### config.mk
export PLATFORM = sky130hd
export DESIGN_NAME = atm_account_responder
export DESIGN_NICKNAME = d
export VERILOG_FILES = /design/src/rtl/atm_account_responder.sv
export SDC_FILE = /design/constraint.sdc
export NUM_CORES = 1
export LEC_CHECK = 0
export ABC_AREA = 1
export ABC_CLOCK_PERIOD_IN_PS = 3600
export BUFFER_PORTS_ARGS = -buffer_cell sky130_fd_sc_hd__buf_2
export CORE_MARGIN = 2
export CORE_UTILIZATION = 41
export DETAILED_ROUTE_END_ITERATION = 12
export GPL_ROUTABILITY_DRIVEN = 0
export MAX_ROUTING_LAYER = met4
export PLACE_DENSITY = 0.57
export REMOVE_ABC_BUFFERS = 1
export SYNTH_ARGS = -nofsm -noshare
export SYNTH_HDL_FRONTEND = slang
export SYNTH_SLANG_ARGS = --single-unit
export TNS_END_PERCENT = 20
### constraint.sdc
create_clock -name clk -period 3.6 [get_ports clk]
set_clock_uncertainty 0.2 [all_clocks]
set_input_delay 0.18 -clock clk [delete_from_list [all_inputs] [get_ports clk]]
set_output_delay 0.18 -clock clk [all_outputs]
set_load 0.02 [all_outputs]
### src/rtl/atm_account_responder.sv
// Account-side responder: one request at a time, PIN check with lockout,
// balance arithmetic with insufficient-funds / overflow detection.
module atm_account_responder #(
   parameter int               BAL_W        = 32,
   parameter logic [BAL_W-1:0] INIT_BALANCE = 32'h000F4240,
   parameter logic [3:0]       PIN_VALUE    = 4'b1010,
   parameter int               MAX_TRIES    = 3,
   parameter int               LATENCY      = 2
) (
   input  logic             clk,
   input  logic             reset,
   input  logic             req_valid,
   output logic             req_ready,
   input  logic [2:0]       req_op,
   input  logic [3:0]       req_pin,
   input  logic [BAL_W-1:0] req_amount,
   output logic             rsp_valid,
   input  logic             rsp_ready,
   output logic [2:0]       rsp_status,
   output logic [BAL_W-1:0] rsp_balance,
   output logic             session_open,
   output logic             locked
);

   // state | meaning
   // IDLE  | ready for a request
   // EXEC  | request captured, latency countdown running
   // RESP  | response held until consumer takes it
   typedef enum logic [1:0] {ST_IDLE, ST_EXEC, ST_RESP} state_t;

   localparam int CNT_W  = $clog2(LATENCY + 1);
   localparam int FAIL_W = $clog2(MAX_TRIES + 1);

   localparam logic [2:0] OP_VERIFY = 3'd0, OP_BALANCE = 3'd1, OP_WITHDRAW = 3'd2,
                          OP_DEPOSIT = 3'd3, OP_CLOSE = 3'd4;
   localparam logic [2:0] S_OK = 3'd0, S_BAD_PIN = 3'd1, S_LOCKED = 3'd2, S_NO_SESSION = 3'd3,
                          S_INSUFFICIENT = 3'd4, S_OVERFLOW = 3'd5, S_BAD_OP = 3'd6;

   state_t             state_q, state_d;
   logic [CNT_W-1:0]   cnt_q, cnt_d;
   logic [2:0]         op_q, op_d;
   logic [3:0]         pin_q, pin_d;
   logic [BAL_W-1:0]   amount_q, amount_d;
   logic [BAL_W-1:0]   balance_q, balance_d;
   logic [2:0]         status_q, status_d;
   logic               session_q, session_d;
   logic [FAIL_W-1:0]  fail_q, fail_d;
   logic               locked_q, locked_d;

   logic [2:0]         res_status;
   logic [BAL_W-1:0]   res_balance;
   logic               res_session;
   logic [FAIL_W-1:0]  res_fail;
   logic               res_locked;
   logic [FAIL_W-1:0]  fail_inc;
   logic [BAL_W:0]     dep_sum;

   always_ff @(posedge clk or negedge reset) begin
      if (!reset) begin
         state_q   <= ST_IDLE;
         cnt_q     <= '0;
         op_q      <= '0;
         pin_q     <= '0;
         amount_q  <= '0;
         balance_q <= INIT_BALANCE;
         status_q  <= S_OK;
         session_q <= 1'b0;
         fail_q    <= '0;
         locked_q  <= 1'b0;
      end else begin
         state_q   <= state_d;
         cnt_q     <= cnt_d;
         op_q      <= op_d;
         pin_q     <= pin_d;
         amount_q  <= amount_d;
         balance_q <= balance_d;
         status_q  <= status_d;
         session_q <= session_d;
         fail_q    <= fail_d;
         locked_q  <= locked_d;
      end
   end

   // Result of the captured request against the current account record
   always_comb begin
      res_status  = S_OK;
      res_balance = balance_q;
      res_session = session_q;
      res_fail    = fail_q;
      res_locked  = locked_q;
      fail_inc    = fail_q + 1'b1;
      dep_sum     = {1'b0, balance_q} + {1'b0, amount_q};
      if (locked_q) begin
         res_status  = S_LOCKED;
         res_session = 1'b0;
      end else begin
         case (op_q)
            OP_VERIFY: begin
               if (pin_q == PIN_VALUE) begin
                  res_session = 1'b1;
                  res_fail    = '0;
               end else begin
                  res_status  = S_BAD_PIN;
                  res_session = 1'b0;
                  res_fail    = fail_inc;
                  if (int'(fail_inc) >= MAX_TRIES) res_locked = 1'b1;
               end
            end
            OP_CLOSE: res_session = 1'b0;
            OP_BALANCE, OP_WITHDRAW, OP_DEPOSIT: begin
               if (!session_q) begin
                  res_status = S_NO_SESSION;
               end else if (op_q == OP_WITHDRAW) begin
                  if (amount_q > balance_q) res_status  = S_INSUFFICIENT;
                  else                      res_balance = balance_q - amount_q;
               end else if (op_q == OP_DEPOSIT) begin
                  if (dep_sum[BAL_W]) res_status  = S_OVERFLOW;
                  else                res_balance = dep_sum[BAL_W-1:0];
               end
            end
            default: res_status = S_BAD_OP;
         endcase
      end
   end

   always_comb begin
      state_d   = state_q;
      cnt_d     = cnt_q;
      op_d      = op_q;
      pin_d     = pin_q;
      amount_d  = amount_q;
      balance_d = balance_q;
      status_d  = status_q;
      session_d = session_q;
      fail_d    = fail_q;
      locked_d  = locked_q;
      case (state_q)
         ST_IDLE: begin
            if (req_valid) begin
               op_d     = req_op;
               pin_d    = req_pin;
               amount_d = req_amount;
               cnt_d    = CNT_W'(LATENCY - 1);
               state_d  = ST_EXEC;
            end
         end
         ST_EXEC: begin
            if (cnt_q == '0) begin
               status_d  = res_status;
               balance_d = res_balance;
               session_d = res_session;
               fail_d    = res_fail;
               locked_d  = res_locked;
               state_d   = ST_RESP;
            end else begin
               cnt_d = cnt_q - 1'b1;
            end
         end
         ST_RESP: if (rsp_ready) state_d = ST_IDLE;
         default: state_d = ST_IDLE;
      endcase
   end

   always_comb begin
      req_ready    = (state_q == ST_IDLE);
      rsp_valid    = (state_q == ST_RESP);
      rsp_status   = status_q;
      rsp_balance  = balance_q;
      session_open = session_q;
      locked       = locked_q;
   end

endmodule

==> run metrics, run 1 <==
status=finished, final reports clean; Via density=approximately 5; mux cell area share after synthesis=less than 1%; Synth Area in Adders=10.6%; CP peak stage delay=0.39 ns; initial core utilization=a little over two fifths; Crit Path Category=reg -> reg; H-tree depth=3; CTS tree=built; EDFF count, synth=0; Min Hold Slack=between 0.2 and 0.3 ns; Clock transition at path regs=about 0.070 ns; Max VDD drop=0.522 mV; number of synthesized register bits=just over 80; Chip Width=between 100 and 150 microns; cell taking the most area after synthesis=dfrtp_1; ant diodes=0; # fillers=between 2,000 and 2,500; commonest non-fill, non-tap cell in the layout=nand2_1; Root Buffer=clkbuf_16; unrepaired setup endpoints after global routing=no; max frequency=around 330 MHz; Clock Sinks=82; Max Cap Violations=0; final worst path period share=84.2%; die area=about 21,000 sq um; GRT overflow=0; Synth Area per Inst=between 5 and 6 sq um; Tmin final=3.03 ns; overall routed net length=between 20,000 and 25,000 microns; share of flip-flops with an asynchronous set or reset=between 90% and 100%; via count=approximately 8,500; post-synthesis simple-gate area fraction=38.3%; endpoints failing setup=0; initial antenna violation count=0; largest net degree at the start of global routing=66; pwr/cell area=about 1000 nW/um^2; relative slew slack=a little over two fifths; R2R Setup Slk=~0.57 ns; Core Util, Final=48.8%; largest family of logic cells by synthesized area=simple AND/OR/NAND/NOR gates; Routed Antenna Nets=0; Synth Area in Compound Gates=approximately a tenth; Routed WL per cell=14.2 microns; Critical Path Most Common Cell=nand2_1; Core Region=around 20,000 sq um; TritonCTS buffer count=9; Yosys top cell area share=22.9%; Cell Area, Synth=roughly 8200 sq um; worst reg2reg path depth=16; nets@finish=roughly 1,600; Reg-to-Reg End=rsp_balance[5]; xor/xnor share of the synthesized area=1.39%; CP max-delay cell=dfrtp_1; Clock Tree Buf Depth=2; CP Capture Type=flip-flop; Yosys cell types=43; first-pass GRT wire length=around 40,000 microns; startpoint of the worst-slack reg-to-reg timing path=rsp_balance[0]; Min-Delay Path Class=in -> async; predominant post-synthesis flop cell=dfrtp_1; placed wire-length estimate=20,100 microns; total track usage=roughly a quarter; Post-Syn Instances=1,376; buffers added on ports=between 80 and 90; number of core rows=51; I/O pin count=82; critical path data required time=3.65 ns; synthesis-to-layout area growth=16.4%; final hold viol count=0; commonest cells after routing, fill and taps aside=485 x nand2_1, 233 x inv_1, 154 x nor2_1; Synth Warn #=0; crit path DAT=between 3 and 4 ns; Worst Tran Pin Value=about 0.85 ns; Fin Setup TNS=0 ns; crit-path cells=inv_1 -> ha_1 -> fa_1 -> inv_1 -> nand3_1 -> nand2_2 -> nand2_1 -> nand2_1 -> nand2_1 -> nand2_1 -> nand3_1 -> nand2_1 -> nand3_2 -> buf_12 -> o21ai_1 -> inv_1; DRC violation count after routing=0; height of the die=between 100 and 150 microns; share of layout cells above drive strength 1=between 10% and 20%; register area share after synthesis=about a quarter; dominant cells by area after synthesis=dfrtp_1 23%, nand2_1 22%, inv_1 11%, ha_1 10%, nor2_1 7.1%; CP max FO=18; crit start category=flip-flop; # Post-CTS Setup Buffers=0; max-slew violation count=0; DR pass1 iterations=6; Initial DRC Count=570; clock latency on the worst-skew pair=approximately 0.36 ns; P_leak=between 5 and 6 nW; number of global-route vias before repair=approximately 8,100
==> cell type report <==
cell class / instances / area (sq um) / share of cell area [%]
clock buffer: 9 / 225 / 2.36
clock inverter: 7 / 68.8 / 0.722
inverter: 257 / 965 / 10.1
multi-input combinational: 1005 / 4990 / 52.4
sequential: 82 / 2060 / 21.6
tap: 265 / 332 / 3.48
timing repair buffer: 129 / 883 / 9.27
==> stage by stage <==
stage / std cells / instance area, sq um / total power, mW / worst slack (ns)
detailed placement: 1697 / 8820 / 8.73 / 0.541
finish: 1754 / 9530 / 9.81 / 0.568
global placement: 1697 / 8820 / 8.72 / 0.655
global route: 1754 / 9530 / 10.9 / 0.269
floorplan: 1344 / 8020 / 6.77 / 0.594
CTS: 1754 / 9530 / 9.77 / 0.540
==> critical path: cells and delay by family, from the launching register on <==
| family | cells | cell delay, ns |
|---|---|---|
| AND/OR/NAND/NOR | 9 | 1.11 |
| adder cells (fa/ha/maj) | 2 | 0.56 |
| buffers and inverters | 4 | 0.52 |
| AO/OA/AOI/OAI | 1 | 0.12 |
| flip-flops | 1 | 0.39 |
==> routing by layer <==
metal  vias up  global-route usage, %  share of wire, %
met2       236                   36.5                43
met3        35                   4.65               6.1
met1      3842                   34.7                49
met5         -                      -                 0
li1       4416                      -                 -
met4         0                   5.93               1.9
==> flip-flops by register name, summed over array words and instances, names as in the netlist <==
register      flops
state_q           2
rsp_balance      32
fail_q            2
rsp_status        3
amount_q         32
session_open      1
pin_q             4
cnt_q             2
op_q              3
locked            1
==> worst max path at each step <==
stage                              start              end  slack, ns  depth (start not counted)
after global routing      rsp_balance[0]   rsp_balance[3]       0.27                         16
after floorplan           rsp_balance[0]  rsp_balance[15]       0.59                         17
final                     rsp_balance[0]   rsp_balance[5]       0.57                         16
after global placement    rsp_balance[0]   rsp_balance[3]       0.66                         16
after detailed placement  rsp_balance[0]  rsp_balance[21]       0.54                         16
after CTS                 rsp_balance[0]  rsp_balance[21]       0.54                         16
==> timing repair <==
action                    4_1_cts  5_1_grt
hold buffers                   41        0
resized for setup               0        0
hold endpoints to repair       97        0
==> where the power goes <==
group | switching [mW] | internal, mW | leakage, nW
sequential | 0.334 | 1.35 | 0.970
clock | 0.453 | 0.486 | 0.138
combinational | 4.96 | 2.22 | 4.45
==> synthesized netlist by cell type, types with 2 or more instances <==
cell type,instances
xor2_1,11
nand4_1,19
o31ai_1,2
dfstp_2,7
nand2_2,5
nor4_1,3
mux2_2,6
buf_2,14
nor2_1,154
nor3_2,3
nor3_1,13
a31oi_1,2
o21bai_1,10
xnor2_1,2
o21ai_1,15
fa_1,2
buf_1,2
clkbuf_1,11
nand3_1,64
inv_1,233
nand2_1,486
inv_2,24
a21oi_2,2
o21ai_0,25
buf_4,3
dfrtp_1,75
nor2_2,16
a21oi_1,87
ha_1,66
==> cells by family (layout without fill, tap and decap cells) <==
logic type / count (synthesis) / in the layout
and+or+nand+nor: 768 / 768
DFF: 82 / 82
AOI/OAI and AO/OA: 150 / 150
adders and majority gates: 68 / 68
xor gates and xnor gates: 13 / 13
muxes: 6 / 6
buffers and inverters: 289 / 402
No activity file was read; power rests on OpenSTA's default activity.
==> inputs of run 2 (changes only) <==
Settings changed: ABC_CLOCK_PERIOD_IN_PS 3600 to 2900.
Clock period 3.6 ns to 2.9 ns, I/O delays scaled along.
==> run 2 against run 1 <==
Sequential power increased by 24%. Cell area rose by 2.2%. Die area unchanged. Critical endpoint is now rsp_balance[10]. Highest routed layer unchanged.
==> run metrics, run 2 (synthesized netlist as in run 1, its figures left out) <==
first-pass GRT wire length=41,700 microns (+1.8%); Crit Path Category=reg -> reg; relative slew slack=63.1% (+20 points); startpoint of the worst-slack reg-to-reg timing path=rsp_balance[19]; Routed Antenna Nets=0 (unchanged); pwr/cell area=1280 nW/um^2 (+24%); overall routed net length=25,500 microns (+2.3%); critical path data required time=2.96 ns (-0.69 ns); critical path endpoint=rsp_balance[10]; met2 usage=38.9% (+2.4 points); final worst path period share=95.2% (+11 points); I/O pin count=82 (unchanged); CP peak stage delay=0.58 ns (+0.19 ns); Fin Setup TNS=0 ns (unchanged); Routed WL per cell=14.4 microns (+1.2%); Core Region=19,500 sq um (unchanged); GRT overflow=0 (unchanged); Max Cap Violations=0 (unchanged); Min-Delay Path Class=in -> async; placed wire-length estimate=20,500 microns (+1.9%); M3 GR Usage=4.78% (+0.13 points); DR pass1 iterations=5 (-1); Clock Sinks=82 (unchanged); Via density=4.85 (-0.22%); clock latency on the worst-skew pair=0.37 ns (about the same); synthesis-to-layout area growth=19.0%; number of global-route vias before repair=8,215 (+1.8%); Reg-to-Reg End=rsp_balance[10]; number of core rows=51 (unchanged); crit-path leading delay family=simple AND/OR/NAND/NOR gates; Critical Path Most Common Cell=nand2_1; commonest cells after routing, fill and taps aside=483 x nand2_1, 233 x inv_1, 152 x nor2_1; Clock Tree Buf Depth=2 (unchanged); CP max-delay cell=dfstp_2; share of layout cells above drive strength 1=12.9% (+1.4 points); crit path DAT=2.82 ns (-0.26 ns); Initial DRC Count=558 (-2.1%); H-tree depth=3 (unchanged); DRC violation count after routing=0 (unchanged); final hold viol count=0 (unchanged); worst reg2reg path depth=13 (-3); crit-path cells=ha_1 -> inv_2 -> nand2_2 -> nor2_2 -> nand2_1 -> nor3_2 -> nand2_1 -> a21oi_2 -> nor2_4 -> buf_6 -> buf_4 -> o21ai_1 -> inv_1; TritonCTS buffer count=9 (unchanged); nets@finish=1,613 (+1.1%); P_leak=5.67 nW (+2.0%); crit start category=flip-flop; worst setup path start=rsp_balance[19]; status=finished, final reports clean; initial core utilization=41.9% (unchanged); placed cell count=1,708 (+0.65%); Clock transition at path regs=0.08 ns (about the same); die area=21,100 sq um (unchanged); # fillers=2,168 (-0.092%); CP max FO=8 (-10); endpoints failing setup=0 (unchanged); R2R Setup Slk=0.14 ns (-0.43 ns); CP Capture Type=flip-flop; largest net degree at the start of global routing=43 (-35%); CTS tree=built; Worst Tran Pin Value=0.554 ns (-0.293 ns); Tmin final=2.76 ns (-0.270 ns); Root Buffer=clkbuf_16; Chip Width=145 microns (unchanged); height of the die=145 microns (unchanged); GR Util met1=34.1% (-0.59 points); max frequency=362 MHz (+9.8%); Cell Count, Final, Fillers Out=1,772 (+1.0%); total track usage=25.1% (+0.53 points); ant diodes=0 (unchanged); Max VDD drop=0.499 mV (-4.4%); GRT Max-Usage Layer=met2; CP bufs+invs=4 (unchanged); initial antenna violation count=0 (unchanged); critical path depth=13 (-3); via count=8,598 (+0.81%); commonest non-fill, non-tap cell in the layout=nand2_1; max-slew violation count=0 (unchanged); unrepaired setup endpoints after global routing=yes; buffers added on ports=81 (unchanged)
[run 2: changes by cell type in the layout (fill, tap and decap cells not counted), sizes merged]
cell	previous run	this run
buf	88	104
clkinv	1	3
clkinvlp	2	0
dlygate4sd3	41	43
[run 2: power breakdown]
part | switching (mW) | internal [mW] | leakage (nW)
clock network | 0.597 | 0.616 | 0.150
logic | 6.23 | 2.90 | 4.55
registers | 0.424 | 1.68 | 0.970
total | 7.25 | 5.20 | 5.67
[run 2: cell type report]
| cell class | instances | area, sq um | share of cell area [%] |
|---|---|---|---|
| clock buffer | 9 | 225 | 2.31 |
| sequential | 82 | 2060 | 21.2 |
| inverter | 257 | 965 | 9.91 |
| timing repair buffer | 147 | 1050 | 10.8 |
| multi-input combinational | 1005 | 5020 | 51.5 |
| clock inverter | 7 | 81.3 | 0.835 |
| tap | 265 | 332 | 3.41 |
[run 2: worst min-delay path by stage]
stage	from	to	slack, ns
CTS	reset	amount_q[9]	0.12
detailed placement	reset	rsp_balance[11]	-0.03
global placement	reset	amount_q[10]	-0.03
global route	reset	amount_q[8]	0.16
floorplan	reset	amount_q[0]	-0.35
finish	reset	amount_q[8]	0.1
[run 2: per-stage QoR]
stage	power [mW]	util (%)	worst slack, ns	hold WS, ns	cell area, sq um
3_3_place_gp	11.0	45.7	0.212	-0.0273	8920
4_1_cts	12.3	49.4	0.127	0.123	9650
2_1_floorplan	8.41	-	-0.106	-0.351	8020
6_report	12.4	49.9	0.138	0.0999	9740
5_1_grt	13.8	49.9	-0.0178	0.162	9740
3_5_place_dp	11.0	45.7	0.155	-0.0281	8920
[run 2: worst reg2reg max path, cell delays in order (launching register included)]
cell and delay, ns:
dfstp_2 0.58, ha_1 0.38, inv_2 0.19, nand2_2 0.11, nor2_2 0.19, nand2_1 0.10
nor3_2 0.10, nand2_1 0.10, a21oi_2 0.18, nor2_4 0.09, buf_6 0.14, buf_4 0.13
o21ai_1 0.12, inv_1 0.05
[run 2: metal layers]
layer  wire (microns)  vias to the layer above
met1            12400                     3901
li1                 -                     4458
met3             1520                       29
met2            11200                      210
met4              415                        0
met5                0                        -
[run 2: what timing repair did]
action,in CTS,in global routing
hold endpoints to repair,81,0
resized for setup,0,15
hold buffers,43,0
setup endpoints to repair,0,19
setup buffers,0,4
==> inputs of run 3 (changes only) <==
Settings changed: ABC_AREA 1 to not set, PLACE_DENSITY 0.57 to 0.58.
==> run 3 against run 2 <==
Routed wire length is 17% lower. The flow now finishes with violations (setup timing). Register-to-register slack worse by 0.53 ns. Largest power group unchanged. Die area shrank 16%. Critical path type unchanged. Via count decreased by 17%.
==> run metrics, run 3 <==
Clock Tree Buf Depth=2 (unchanged); Synth top cells by count=97 x nand2_1, 75 x dfrtp_1, 72 x o21ai_0, 71 x nor2_1, 69 x a21oi_1; crit start category=flip-flop; Fin Setup TNS=-9.38 ns (-9.38 ns); EDFF count, synth=0 (unchanged); Combinational Power Share=62.1% (-11 points); Psw=3.57 mW (-51%); commonest non-fill, non-tap cell in the layout=buf_4; Max Cap Violations=0 (unchanged); Reg-to-Reg End=rsp_balance[30]; initial core utilization=41.6% (-0.28 points); TritonCTS buffer count=9 (unchanged); Core Region=16,400 sq um (-16%); share of layout cells above drive strength 1=33.9% (+21 points); ant diodes=0 (unchanged); first-pass GRT wire length=34,300 microns (-18%); Post-Syn Instances=837 (-39%); worst reg2reg path depth=13 (unchanged); final hold viol count=0 (unchanged); Flop pwr share=22.1% (+5.2 points); Crit Path Category=reg -> reg; unrepaired setup endpoints after global routing=yes; crit-path cells=inv_1 -> ha_2 -> fa_2 -> nand2b_4 -> a21oi_4 -> o221a_4 -> a21oi_4 -> o41ai_4 -> buf_4 -> a21oi_2 -> a21o_1 -> or4_4 -> nand3_2; commonest cells after routing, fill and taps aside=178 x buf_4, 92 x nand2_1, 80 x buf_2; Clock transition at path regs=0.07 ns (about the same); Yosys cell types=86 (+100%); H-tree depth=3 (unchanged); Via density=5.33 (+9.8%); Max VDD drop=0.522 mV (+4.5%); Synth Warn #=0 (unchanged); Critical Path Most Common Cell=a21oi_4; Min-Delay Path Class=in -> async; max frequency=304 MHz (-16%); via count=7,149 (-17%); violated checks=setup timing; status=finished with violations; number of core rows=47 (-7.8%); overall routed net length=21,100 microns (-17%); final worst path period share=114% (+18 points); height of the die=133 microns (-8.4%); nets@finish=1,228 (-24%); Initial DRC Count=486 (-13%); placed cell count=1,270 (-26%); CP max-delay cell=or4_4; sw frac=43.6% (-15 points); max-slew violation count=0 (unchanged); Tmin final=3.29 ns (+0.533 ns); I/O pin count=82 (unchanged); Worst Tran Pin Value=0.760 ns (+0.206 ns); number of synthesized register bits=82 (unchanged); Chip Width=133 microns (-8.4%); CP Capture Type=flip-flop; DRC violation count after routing=0 (unchanged); Yosys top cell area share=27.5% (+4.5 points); cell taking the most area after synthesis=dfrtp_1; crit path DAT=3.39 ns (+0.57 ns); endpoints failing setup=33 (+33); share of flip-flops with an asynchronous set or reset=100% (unchanged); Cell Area, Synth=6830 sq um (-17%); register area share after synthesis=30.2% (+5.0 points); PnR worst setup slack=-0.395 ns (-0.533 ns); placed wire-length estimate=15,500 microns (-24%); Power Internal=4.61 mW (-11%); Cell Count, Final, Fillers Out=1,342 (-24%); R2R Setup Slk=-0.39 ns (-0.53 ns); startpoint of the worst-slack reg-to-reg timing path=rsp_balance[0]; Core Util, Final=60.3% (+10 points); number of global-route vias before repair=7,002 (-15%); Root Buffer=clkbuf_16; Clock Power Share=15.8% (+6.1 points); pwr/cell area=826 nW/um^2 (-35%); Synth Area per Inst=8.16 sq um (+37%); buffers added on ports=81 (unchanged); critical path data required time=2.99 ns (+0.03 ns); largest net degree at the start of global routing=43 (unchanged); Routed Antenna Nets=0 (unchanged); synthesis-to-layout area growth=44.9%; CP max FO=3 (-5); CP peak stage delay=0.51 ns (-0.07 ns); Clock Sinks=82 (unchanged); dominant cells by area after synthesis=dfrtp_1 27%, ha_1 12%, nand2_1 5.3%, o21ai_0 5.3%, a21oi_1 5.1%; CTS tree=built; Routed WL per cell=15.7 microns (+9.2%); DR pass1 iterations=5 (unchanged); most frequent cell after synthesis=nand2_1; worst setup path start=rsp_balance[0]; relative slew slack=48.7% (-14 points); clock latency on the worst-skew pair=0.36 ns (about the same); die area=17,700 sq um (-16%); P_leak=4.93 nW (-13%); predominant post-synthesis flop cell=dfrtp_1; total track usage=24.6% (-0.58 points); GRT overflow=0 (unchanged); placed cell area=8650 sq um (-3.0%); Layout Cell Area excl Fill=9890 sq um (+1.6%); initial antenna violation count=0 (unchanged)
[run 3: changes by cell type after synthesis, moves of 12 or more]
| cell | before | now |
|---|---|---|
| a21oi_1 | 87 | 69 |
| inv_1 | 233 | 57 |
| inv_2 | 24 | 4 |
| nand2_1 | 486 | 97 |
| nand3_1 | 64 | 13 |
| nor2_1 | 154 | 71 |
| nor2_2 | 16 | 0 |
| o211ai_1 | 1 | 13 |
| o21ai_0 | 25 | 72 |
| o21ai_1 | 15 | 27 |
| xnor2_1 | 2 | 19 |
[run 3: cell type report]
cell class | count | area (sq um)
clock buffers | 11 | 243
clock inverters | 5 | 77.6
fillers | 1510 | 6510
inverters | 62 | 233
multi-input cells | 650 | 4660
flip-flops and latches | 82 | 2060
well taps | 220 | 275
repair buffers | 312 | 2340
[run 3: per-layer routing]
layer  part of all wire [%]  up-vias  GRT usage [%]
met1                     45     3353           31.6
met3                    4.3       43           2.76
met5                      0        -              -
li1                       -     3548              -
met4                    2.2        0           7.77
met2                     48      205           40.6
[run 3: kinds of logic (layout without fill, tap and decap cells)]
| group | Yosys count | after routing | synth area share [%] |
|---|---|---|---|
| muxes | 8 | 8 | 1.30 |
| DFF | 82 | 82 | 30.2 |
| AOI/OAI and AO/OA | 287 | 287 | 27.8 |
| xor gates and xnor gates | 22 | 22 | 2.82 |
| and+or+nand+nor | 264 | 265 | 18.8 |
| adders and majority gates | 68 | 68 | 12.7 |
| buffers and inverters | 106 | 390 | 6.49 |
[run 3: how the worst max path moves through the flow]
stage                            endpoint  slack, ns
after floorplan           rsp_balance[26]      -0.58
after global placement    rsp_balance[30]      -0.41
after detailed placement  rsp_balance[30]      -0.49
after CTS                 rsp_balance[18]      -0.44
after global routing      rsp_balance[30]      -0.48
final                     rsp_balance[30]      -0.39
[run 3: critical path: cells and delay by family (launching register included)]
| kind | cells | cell delay (ns) |
|---|---|---|
| buffers and inverters | 2 | 0.25 |
| DFF | 1 | 0.39 |
| and+or+nand+nor | 3 | 0.74 |
| adders and majority gates | 2 | 0.56 |
| AOI/OAI and AO/OA | 6 | 1.08 |
[run 3: per-stage QoR]
stage	hold slack (ns)	power, mW	worst slack [ns]
floorplan	-0.351	4.56	-0.576
global placement	-0.0275	6.43	-0.412
detailed placement	-0.0132	6.48	-0.486
CTS	0.145	7.92	-0.443
global route	0.183	8.78	-0.481
finish	0.125	8.18	-0.395
[run 3: power by group through the flow]
stage	sequential, mW	clock (mW)	combinational, mW
CTS	1.80	1.31	4.81
global route	1.86	1.35	5.56
finish	1.81	1.29	5.08
global placement	1.80	0	4.63
floorplan	1.90	0	2.66
detailed placement	1.82	0	4.67
[run 3: repair_timing]
| action | 4_1_cts | 5_1_grt |
|---|---|---|
| resized for setup | 22 | 62 |
| cloned | 1 | 1 |
| setup buffers | 3 | 9 |
| setup endpoints to repair | 34 | 34 |
| hold endpoints to repair | 80 | 0 |
| hold buffers | 42 | 0 |
| pin swaps | 20 | 28 |
